`config.mk`:
```
export PLATFORM = sky130hd
export DESIGN_NAME = hazard_stall_ctrl
export DESIGN_NICKNAME = d
export VERILOG_FILES = /design/src/rtl/hazard_stall_ctrl.sv
export SDC_FILE = /design/constraint.sdc
export NUM_CORES = 1
export LEC_CHECK = 0
export CAP_MARGIN = 40
export CORE_MARGIN = 2
export CORE_UTILIZATION = 33
export CTS_CLUSTER_SIZE = 12
export DETAILED_ROUTE_END_ITERATION = 10
export PLACE_DENSITY = 0.76
export SKIP_CTS_REPAIR_TIMING = 1
export SLEW_MARGIN = 20
export SYNTH_ARGS = -nofsm -noshare
export SYNTH_HDL_FRONTEND = slang
export SYNTH_SLANG_ARGS = --single-unit
```
`constraint.sdc`:
```
create_clock -name clk -period 2.66 [get_ports clk]
set_input_delay 0.798 -clock clk [delete_from_list [all_inputs] [get_ports clk]]
set_output_delay 0.798 -clock clk [all_outputs]
set_load 0.01 [all_outputs]
```
`src/rtl/hazard_stall_ctrl.sv`:
```
// hazard_stall_ctrl
//   Pipeline interlock for the 5-stage MIPS core.
//   - Load-use hazard: the EX load's destination matches a source that the ID instruction reads.
//   - HI/LO occupancy: an ID mult/div/mf*/mt* instruction waits while the
//     mult/div unit is starting or still busy.
//   stall holds PC and IF/ID; id_bubble selects a NOP into ID/EX.
//   Optional build macro HAZARD_STAT_EN adds saturating stall statistics
//   counters (stall_cycles, md_stall_cycles).
//
//   state      | meaning
//   -----------+------------------------------------------------------
//   ST_IDLE    | mult/div unit free, HI/LO valid
//   ST_MD_BUSY | mult/div in flight, md_cnt = remaining busy cycles

module hazard_stall_ctrl #(
   parameter int unsigned MULT_LAT = 5,
   parameter int unsigned DIV_LAT  = 10
) (
   input  logic        clk,
   input  logic        reset_n,
   input  logic [4:0]  id_rs,
   input  logic [4:0]  id_rt,
   input  logic        id_use_rs,
   input  logic        id_use_rt,
   input  logic        id_md_use,
   input  logic        ex_load,
   input  logic [4:0]  ex_wa,
   input  logic        ex_md_start,
   input  logic        ex_md_is_div,
`ifdef HAZARD_STAT_EN
   output logic [31:0] stall_cycles,
   output logic [31:0] md_stall_cycles,
`endif
   output logic        stall,
   output logic        id_bubble,
   output logic        md_busy,
   output logic [3:0]  md_cnt
);

   typedef enum logic {
      ST_IDLE    = 1'b0,
      ST_MD_BUSY = 1'b1
   } state_e;

   // Latencies are 1..15 so they always fit the 4-bit counter.
   localparam logic [3:0] MULT_CNT = 4'(MULT_LAT);
   localparam logic [3:0] DIV_CNT  = 4'(DIV_LAT);

   state_e     state_q, state_d;
   logic [3:0] md_cnt_q, md_cnt_d;

   logic rs_match;
   logic rt_match;
   logic lu_hit;
   logic md_hit;

   // Hazard detection; $0 is hardwired to zero so it never creates a dependency.
   always_comb begin
      rs_match = id_use_rs & (id_rs == ex_wa);
      rt_match = id_use_rt & (id_rt == ex_wa);
      lu_hit   = ex_load & (ex_wa != 5'd0) & (rs_match | rt_match);
      md_hit   = id_md_use & (ex_md_start | md_busy);
   end

   assign stall     = lu_hit | md_hit;
   assign id_bubble = stall;
   assign md_busy   = (state_q == ST_MD_BUSY);
   assign md_cnt    = md_cnt_q;

   // Mult/div occupancy FSM: next state and down-counter; a new start while busy is ignored.
   always_comb begin
      state_d  = state_q;
      md_cnt_d = md_cnt_q;
      case (state_q)
         ST_IDLE: begin
            if (ex_md_start) begin
               state_d  = ST_MD_BUSY;
               md_cnt_d = ex_md_is_div ? DIV_CNT : MULT_CNT;
            end
         end
         ST_MD_BUSY: begin
            if (md_cnt_q <= 4'd1) begin
               state_d  = ST_IDLE;
               md_cnt_d = 4'd0;
            end else begin
               md_cnt_d = md_cnt_q - 4'd1;
            end
         end
         default: begin
            state_d  = ST_IDLE;
            md_cnt_d = 4'd0;
         end
      endcase
   end

   // State and counter registers.
   always_ff @(posedge clk or negedge reset_n) begin
      if (!reset_n) begin
         state_q  <= ST_IDLE;
         md_cnt_q <= 4'd0;
      end else begin
         state_q  <= state_d;
         md_cnt_q <= md_cnt_d;
      end
   end

`ifdef HAZARD_STAT_EN
   logic [31:0] stall_cycles_q;
   logic [31:0] md_stall_cycles_q;

   // Saturating counts of stalled cycles and of HI/LO-induced stall cycles.
   always_ff @(posedge clk or negedge reset_n) begin
      if (!reset_n) begin
         stall_cycles_q    <= 32'd0;
         md_stall_cycles_q <= 32'd0;
      end else begin
         if (stall && (stall_cycles_q != 32'hFFFF_FFFF)) begin
            stall_cycles_q <= stall_cycles_q + 32'd1;
         end
         if (md_hit && (md_stall_cycles_q != 32'hFFFF_FFFF)) begin
            md_stall_cycles_q <= md_stall_cycles_q + 32'd1;
         end
      end
   end

   assign stall_cycles    = stall_cycles_q;
   assign md_stall_cycles = md_stall_cycles_q;
`endif

endmodule

```
==> impl_metrics.json <==
{
  "status": "finished clean",
  "yosysWarnings": 0,
  "drt-pass1-iter-count": 2,
  "ys_async_sr_fraction_pct": 100,
  "synth_cell_types": 26,
  "cp_max_fo": 3,
  "cp_common_cell": "o21ai_2",
  "dp_slack_ns": -0.759,
  "placed_cells": 93,
  "max_cap_violations": 0,
  "setup_viol": 0,
  "drc": 0,
  "synthCells": 48,
  "avgSynthCellArea_um2": 8.99,
  "antenna_found_initial": 0,
  "io_pins": 30,
  "fp-row-count": 13,
  "numCtsBuffers": 3,
  "powerDensity_mw_per_mm2": 724,
  "io_buffers": 29,
  "tritoncts": "built",
  "synth_edf_count": 0,
  "cp-start-kind": "input pin",
  "ys_seq_elements": 5,
  "finalCritPeriodShare_pct": 99.1,
  "yosysSeqAreaShare_pct": 29.0,
  "crit_chain": "clkbuf_2, or4_4, o21ai_2, o21ai_2, buf_2",
  "syn_to_final_growth_pct": 88.1,
  "slowest_stage": "or4_4",
  "first_iter_violations": 6,
  "max_stage_delay_ns": 0.54,
  "synth_common_cells": "8 x xor2_1, 5 x dfrtp_1, 3 x inv_1, 3 x o21ai_0, 3 x o22ai_1",
  "setup_ws_ns": 0.0241,
  "via_per_inst": 4.98,
  "clkTransAtPathRegs_ns": 0.04,
  "htree_num_levels": 1,
  "hold_path.class": "reg2reg",
  "dp_hpwl_um": 931,
  "synth_nets": 73,
  "synth_largest_area_cell": "dfrtp_1",
  "yosysTopAreaCellShare_pct": 29.0,
  "max_freq_mhz": 379,
  "grt_pass1_vias": 458,
  "grt_max_degree": 12,
  "period_needed_ns": 2.64,
  "grt_pass1_wl_mm": 1.67,
  "cts_num_sinks": 5,
  "relSlewSlack_pct": 74.3,
  "drive_above_1_share_pct": 28.0,
  "routed-via-count": 483,
  "hold_viol": 0,
  "cts_root_buf": "clkbuf_4",
  "power_w": 0.000588,
  "path_delay_family": "simple AND/OR/NAND/NOR gates",
  "fin_hold_ws_ns": 0.576,
  "totalWireLength_mm": 1.16,
  "syn_area_um2": 432,
  "drv_slew": 0,
  "drtAntennaViolNets": 0,
  "routabilityCongestion": 0.704,
  "cts.path.max_buffers": 2,
  "cp.arrival_ns": 1.84,
  "utilization_pct": 64.8,
  "synthTopCellsByArea": "dfrtp_1 29%, xor2_1 16%, ha_1 5.8%",
  "die-height_um": 40.2,
  "stdcell_count": 97,
  "worstSetupPathType": "in2out",
  "worst_pin_slew_ns": 0.383,
  "grt_overflow": 0,
  "die_area_mm2": 0.00161,
  "initial_utilization_pct": 34.5,
  "cp.required_ns": 1.86,
  "num-fill-cells": 108,
  "die_w_um": 40.2,
  "ys.flop_type": "dfrtp_1",
  "path_buf_inv": 2,
  "synth.most_common_cell": "xor2_1",
  "fin_nets": 108,
  "end_kind": "output port",
  "irDropWorstVdd_v": 0.000361,
  "track_usage_pct": 15.5,
  "diodes": 0,
  "total_leakage_power_nw": 0.415,
  "insertion_delay_ns": 0.24,
  "fin_worst_skew_ns": 0.00517,
  "routedWlPerCell_um": 11.9,
  "coreArea_mm2": 0.00125
}
where the power goes:
part | leakage [nW] | internal, W | switching (W)
Combinational | 0.338 | 0.000190 | 0.000157
Sequential | 0.0612 | 0.000115 | 0.0000412
Clock | 0.0150 | 0.0000565 | 0.0000281
Total | 0.415 | 0.000362 | 0.000226
layout by cell type (no fill, tap or decap), types with 2 or more instances in the layout:
cell type | synthesis | final
buf_2 | 1 | 2
buf_4 | 1 | 3
clkbuf_2 | 0 | 5
clkbuf_4 | 0 | 3
clkdlybuf4s50_1 | 0 | 12
dfrtp_1 | 5 | 5
dlymetal6s2s_1 | 0 | 9
ha_1 | 2 | 2
inv_1 | 3 | 3
nor2_1 | 2 | 2
nor4_2 | 0 | 2
o21ai_0 | 3 | 3
o21ai_2 | 0 | 2
o22ai_1 | 3 | 3
xnor2_1 | 2 | 2
xor2_1 | 8 | 5
xor2_2 | 0 | 3
stage by stage:
| stage | instance area [um^2] | TNS (ns) |
|---|---|---|
| 6_report | 812 | 0 |
| 5_1_grt | 812 | -0.0669 |
| 4_1_cts | 777 | -1.53 |
| 3_5_place_dp | 751 | -1.51 |
| 3_3_place_gp | 751 | -1.44 |
| 2_1_floorplan | 432 | 0 |
path summary, 6_finish.rpt:
kind / startpoint / slack, ns / end / cells after the start
setup reg to reg: md_cnt[0] / 1.12 / md_cnt[3] / 6
min in group asynchronous: reset_n / 0.79 / md_cnt[3] / 1
setup / recovery: ex_wa[2] / 0.02 / stall / 5
max in group asynchronous: reset_n / 1.66 / md_cnt[2] / 1
hold / removal: md_cnt[1] / 0.58 / md_cnt[1] / 1
hold reg to reg: md_cnt[1] / 0.58 / md_cnt[1] / 1
cell type report:
type / count / area [um^2] / share of cell area (%)
multi-input combinational: 38 / 329 / 40.5
timing repair buffer: 32 / 302 / 37.1
sequential: 5 / 125 / 15.4
clock buffer: 4 / 26.3 / 3.24
tap: 15 / 18.8 / 2.31
inverter: 3 / 11.3 / 1.39
state kept, by name (all words and copies together) (netlist names):
name,flops
md_busy,1
md_cnt,4
cells by family after synthesis:
logic type,Yosys count,share of synthesized area (%)
AO/OA/AOI/OAI,14,22.0
AND/OR/NAND/NOR,11,15.1
XOR/XNOR,10,20.3
buffers and inverters,5,5.51
flip-flops,5,29.0
adder cells (fa/ha/maj),2,5.80
multiplexers,1,2.32
routing by layer:
metal / wire [um] / vias up / share of wire [%] / global-route usage, %
met5: 0 / - / 0 / 0
met4: 0 / 0 / 0 / 7.76
met3: 74 / 0 / 6.4 / 1.67
met2: 605 / 27 / 52 / 28.2
met1: 476 / 214 / 41 / 17.4
li1: - / 242 / - / -
Power figures use the tool's default switching activity.
==> variant 1 (same flow settings) <==
Add an input register stage for `ex_md_is_div`; this delays it by one clock. The other inputs are not delayed to match.
--- a/src/rtl/hazard_stall_ctrl.sv
+++ b/src/rtl/hazard_stall_ctrl.sv
@@ -46,6 +46,12 @@
    localparam logic [3:0] MULT_CNT = 4'(MULT_LAT);
    localparam logic [3:0] DIV_CNT  = 4'(DIV_LAT);
 
+   logic ex_md_is_div_q;
+
+   always_ff @(posedge clk) begin
+      ex_md_is_div_q <= ex_md_is_div;
+   end
+
    state_e     state_q, state_d;
    logic [3:0] md_cnt_q, md_cnt_d;
 
@@ -75,7 +81,7 @@
          ST_IDLE: begin
             if (ex_md_start) begin
                state_d  = ST_MD_BUSY;
-               md_cnt_d = ex_md_is_div ? DIV_CNT : MULT_CNT;
+               md_cnt_d = ex_md_is_div_q ? DIV_CNT : MULT_CNT;
             end
          end
          ST_MD_BUSY: begin
Function: changed (Yosys sat finds a counterexample within 4 cycles, from zero or initial values and one cycle with reset_n low).
==> variant 1 against the unedited design <==
  * Power rose by 2.9%
  * Via count rose by 2.7%
  * Sequential cell count rose by 1
  * Setup slack improved by 38 ps
  * Cell area fell by 0.46%
  * Clock power rose by 4.4%
  * Area after synthesis rose by 4.6%
  * Wire length rose by 4.9%
==> variant 1: results (changes against the unedited design) <==
* GR met3 Demand/Resource at 0.0272 (was 0.0167)
* Slew @ Worst Pin at 381 ps (was 383 ps)
* Layout fillers at 125 (was 108)
* Hold path depth at 1 (unchanged)
* Routed len/inst at 12.4 µm (was 11.9 µm)
* GR Util All Layers at 0.162 (was 0.155)
* Hold Path End: md_cnt[2] (was md_cnt[1])
* Hold Crit Class: reg2reg (unchanged)
* Area contributors post-synth: dfrtp_1 (28%), xor2_1 (16%), ha_1 (5.5%) (was dfrtp_1 (29%), xor2_1 (16%), ha_1 (5.8%))
* Async SR Flop Fraction at 0.833 (was 1.00)
* CP arrival at 1800 ps (was 1840 ps)
* Worst r2r src: md_cnt[0] (unchanged)
* DRT iter0 DRCs at 3 (was 6)
* Met1 usage at 0.152 (was 0.174)
* VDD IR max at 278 µV (was 361 µV)
* Met2 GRT Util at 0.316 (was 0.282)
* Leak pwr at 0.406 nW (was 0.415 nW)
* Final hold slack at 551 ps (was 576 ps)
* Cell count after synthesis at 49 (was 48)
* CTS buffer count at 3 (unchanged)
* Cells after DPL at 94 (was 93)
* CP peak stage delay at 520 ps (was 540 ps)
* Antenna diodes at 0 (unchanged)
* Yosys cell types at 27 (was 26)
* First-pass GRT wire length at 1730 µm (was 1670 µm)
* Share of layout cells above drive strength 1 at 0.265 (was 0.280)
* DRT Wirelength at 1210 µm (was 1160 µm)
* Setup Skew at 8.20 ps (was 5.17 ps)
* Outcome: finished, final reports clean (unchanged)
* Gpl congestion at 0.710 (was 0.704)
* Nets at 109 (was 108)
* Min-delay src: ex_md_is_div_q (was md_cnt[1])
* Post-DP HPWL at 984 µm (was 931 µm)
* Int Pwr at 0.000376 W (was 0.000362 W)
* Sequential share of the synthesized area at 0.321 (was 0.290)
* Initial antenna violation count at 0 (unchanged)
* Vias post-DR at 496 (was 483)
* Worst reg-to-reg path cell count at 6 (unchanged)
* Number of global-route vias before repair at 452 (was 458)
-- variant 1: how the worst max path moves through the flow --
stage / startpoint / end / slack, ps / cells past startpoint
2_1_floorplan: ex_wa[3] / stall / 130 / 5
3_3_place_gp: ex_wa[2] / id_bubble / -720 / 6
3_5_place_dp: ex_wa[3] / stall / -740 / 6
4_1_cts: ex_wa[3] / id_bubble / -750 / 6
5_1_grt: id_rs[1] / stall / 0.2 / 6
6_report: ex_wa[2] / stall / 60 / 5
-- variant 1: stage by stage --
stage	worst slack, ps	instance area [µm²]	total power (W)
2_1_floorplan	130	452	0.000361
3_3_place_gp	-722	771	0.000515
3_5_place_dp	-743	771	0.000525
4_1_cts	-753	797	0.000618
5_1_grt	0.232	808	0.000651
6_report	62.2	808	0.000605
-- variant 1: routing by layer --
metal / part of all wire / up-vias
li1: - / 244
met1: 0.35 / 226
met2: 0.56 / 26
met3: 0.087 / 0
met4: 0 / 0
met5: 0 / -
-- variant 1: cell type report --
cell class,count,area share
timing repair buffer,32,0.370
inverter,3,0.0139
multi-input combinational,38,0.381
clock buffer,4,0.0325
tap,15,0.0232
sequential,6,0.180
-- variant 1: kinds of logic after synthesis --
logic type,share of synthesized area
flip-flops,0.321
XOR/XNOR,0.194
AO/OA/AOI/OAI,0.211
AND/OR/NAND/NOR,0.144
adder cells (fa/ha/maj),0.0554
multiplexers,0.0222
buffers and inverters,0.0526
-- variant 1: worst max-delay path, delay by kind of cell --
kind,cells,cell delay (ps)
AOI/OAI and AO/OA,2,230
buffers and inverters,2,250
and+or+nand+nor,1,520
-- variant 1: power groups by stage --
stage | combinational [W] | clock [W] | sequential, W
final | 0.000345 | 0.0000883 | 0.000171
after global routing | 0.000377 | 0.0000985 | 0.000176
after CTS | 0.000354 | 0.0000929 | 0.000172
after detailed placement | 0.000353 | 0 | 0.000172
after global placement | 0.000344 | 0 | 0.000171
after floorplan | 0.000174 | 0 | 0.000187
==> variant 2 (same flow settings) <==
Made on the original files. Build with the macro `HAZARD_STAT_EN` defined.
--- a/src/rtl/hazard_stall_ctrl.sv
+++ b/src/rtl/hazard_stall_ctrl.sv
@@ -11,6 +11,8 @@
 //   -----------+------------------------------------------------------
 //   ST_IDLE    | mult/div unit free, HI/LO valid
 //   ST_MD_BUSY | mult/div in flight, md_cnt = remaining busy cycles
+
+`define HAZARD_STAT_EN
 
 module hazard_stall_ctrl #(
    parameter int unsigned MULT_LAT = 5,
Function (old outputs only; new: md_stall_cycles and stall_cycles): kept (equiv_simple and equiv_induct, registers matched by name and starting in step).
==> variant 2 against the unedited design <==
  * The flow now finishes with violations (setup timing)
  * Cell area rose to 6.2 times the old value
  * Highest routed layer is now met4
  * Critical path type unchanged
  * Worst hold slack got worse by 110 ps
  * Power grew to 5.6 times the old value
  * Area after synthesis grew to 8.2 times the old value
  * Clock power grew to 12 times the old value
  * Global-route usage is 0.11 points higher
  * Sequential power grew to 8.8 times the old value
  * Sequential cell count rose by 64
  * Wire length rose to 7.7 times the old value
  * Setup slack worse by 46 ps
  * First-iteration DRC count increased to 17 times the old value
  * Die area rose to 7.2 times the old value
  * Via count rose to 6.2 times the old value
==> variant 2: results (changes against the unedited design) <==
* Share of layout cells above drive strength 1 at 0.141 (was 0.280)
* CP arrival at 1880 ps (was 1840 ps)
* CTS buffer count at 9 (was 3)
* Max-slew headroom at 0.617 (was 0.743)
* Fin cells at 597 (was 97)
* CP delay by family, top: simple AND/OR/NAND/NOR gates (unchanged)
* CP max-delay cell: or4_4 (unchanged)
* Leak pwr at 2.34 nW (was 0.415 nW)
* DRT iter0 DRCs at 102 (was 6)
* Routed len/inst at 14.9 µm (was 11.9 µm)
* CP peak stage delay at 550 ps
* Initial antenna violation count at 0 (unchanged)
* Async SR Flop Fraction at 1.00 (unchanged)
* Setup Skew at 8.45 ps (was 5.17 ps)
* Yosys cell types at 48 (was 26)
* Final worst setup slack at -22.0 ps (was 24.1 ps)
* Area contributors post-synth: dfrtp_1 (49%), xnor2_1 (11%), xor2_1 (6.9%) (was dfrtp_1 (29%), xor2_1 (16%), ha_1 (5.8%))
* Outcome: complete, but fails checks (was finished, final reports clean)
* Layout fillers at 939 (was 108)
* Antenna diodes at 0 (unchanged)
* Prevailing post-synth register cell: dfrtp_1 (unchanged)
* Nets at 483 (was 108)
* Mapped Nets at 367 (was 73)
* Crit path launch: ex_wa[4] (was ex_wa[2])
* Clk_lat worst skew at 340 ps (was 240 ps)
* Vias per cell at 4.98 (about the same)
* Failing checks: setup timing
* GR Util All Layers at 0.156 (was 0.155)
* Largest net degree at the start of global routing at 42 (was 12)
* Cell count after synthesis at 340 (was 48)
* Router iterations before antenna repair at 4 (was 2)
* Top cells by count, synth: dfrtp_1 (69), xnor2_1 (44), nand2_1 (33) (was xor2_1 (8), dfrtp_1 (5), inv_1 (3), o21ai_0 (3), o22ai_1 (3))
* Hold Crit Class: in2async (was reg2reg)
* Number of buffers added on ports at 93 (was 29)
* Cells after DPL at 579 (was 93)
* Synthesis Warnings at 0 (unchanged)
* Clk buf depth at 2 (unchanged)
* Finish-stage setup viols at 2 (was 0)
* Sequential share of the synthesized area at 0.488 (was 0.290)
* Post-DP HPWL at 6670 µm (was 931 µm)
* Worst r2r src: md_busy (was md_cnt[0])
* Number of global-route vias before repair at 2,955 (was 458)
* Gpl congestion at 0.862 (was 0.704)
* CP Max Fanout at 3 (unchanged)
* Depth of the CTS H-tree at 3 (was 1)
* CTS root buf: clkbuf_8 (was clkbuf_4)
* First-pass GRT wire length at 14,200 µm (was 1670 µm)
* Reg clk slew, reported paths at 80 ps (was 40 ps)
* VDD IR max at 456 µV (was 361 µV)
==> variant 2: layer usage <==
metal	routed length (µm)	up-vias	track usage	share of wire
met3	381	16	0.0285	0.043
met1	3940	1448	0.195	0.44
met4	126	0	0.0449	0.014
met2	4440	90	0.273	0.50
li1	-	1419	-	-
met5	0	-	0	0
==> variant 2: cell families after synthesis <==
group           synth area share
simple gates               0.256
xor+xnor                   0.178
flops                      0.488
compound gates            0.0308
buf+inv                   0.0230
fa+ha+maj                 0.0142
mux                      0.00885
==> variant 2: final cells by class <==
cell class	count	area share
multi-input cells	256	0.351
flip-flops and latches	69	0.342
repair buffers	114	0.220
well taps	136	0.0337
clock buffers	10	0.0273
clock inverters	6	0.0218
inverters	6	0.00446
==> variant 2: final timing paths <==
kind,to,slack [ps],cells after the start
worst max-delay path,id_bubble,-20,5
worst min-delay path,md_cnt[3],460,2
worst max register to register,stall_cycles[1],600,7
worst min register to register,stall_cycles[17],490,1
max in group asynchronous,md_stall_cycles[30],1760,2
min in group clk,stall_cycles[17],490,1
==> variant 2: stage by stage <==
stage                     power (W)  hold WS [ps]  area, µm²  setup WS (ps)  TNS (ps)
after floorplan             0.00177           502       3540           38.3         0
after global placement      0.00221           476       4730           -740     -6830
after detailed placement    0.00225           484       4730           -832     -9040
after CTS                   0.00331           463       4980           -840     -1730
after global routing        0.00346           494       5050          -52.2      -101
final                       0.00328           464       5050          -22.0     -43.0
==> variant 2: report_power, final <==
part           leakage [nW]  switching [W]  total (W)  internal [W]
combinational          1.30       0.000394   0.000864      0.000470
sequential            0.923       0.000193    0.00137       0.00118
clock                 0.119       0.000397    0.00104      0.000647
total                  2.34       0.000984    0.00328       0.00229
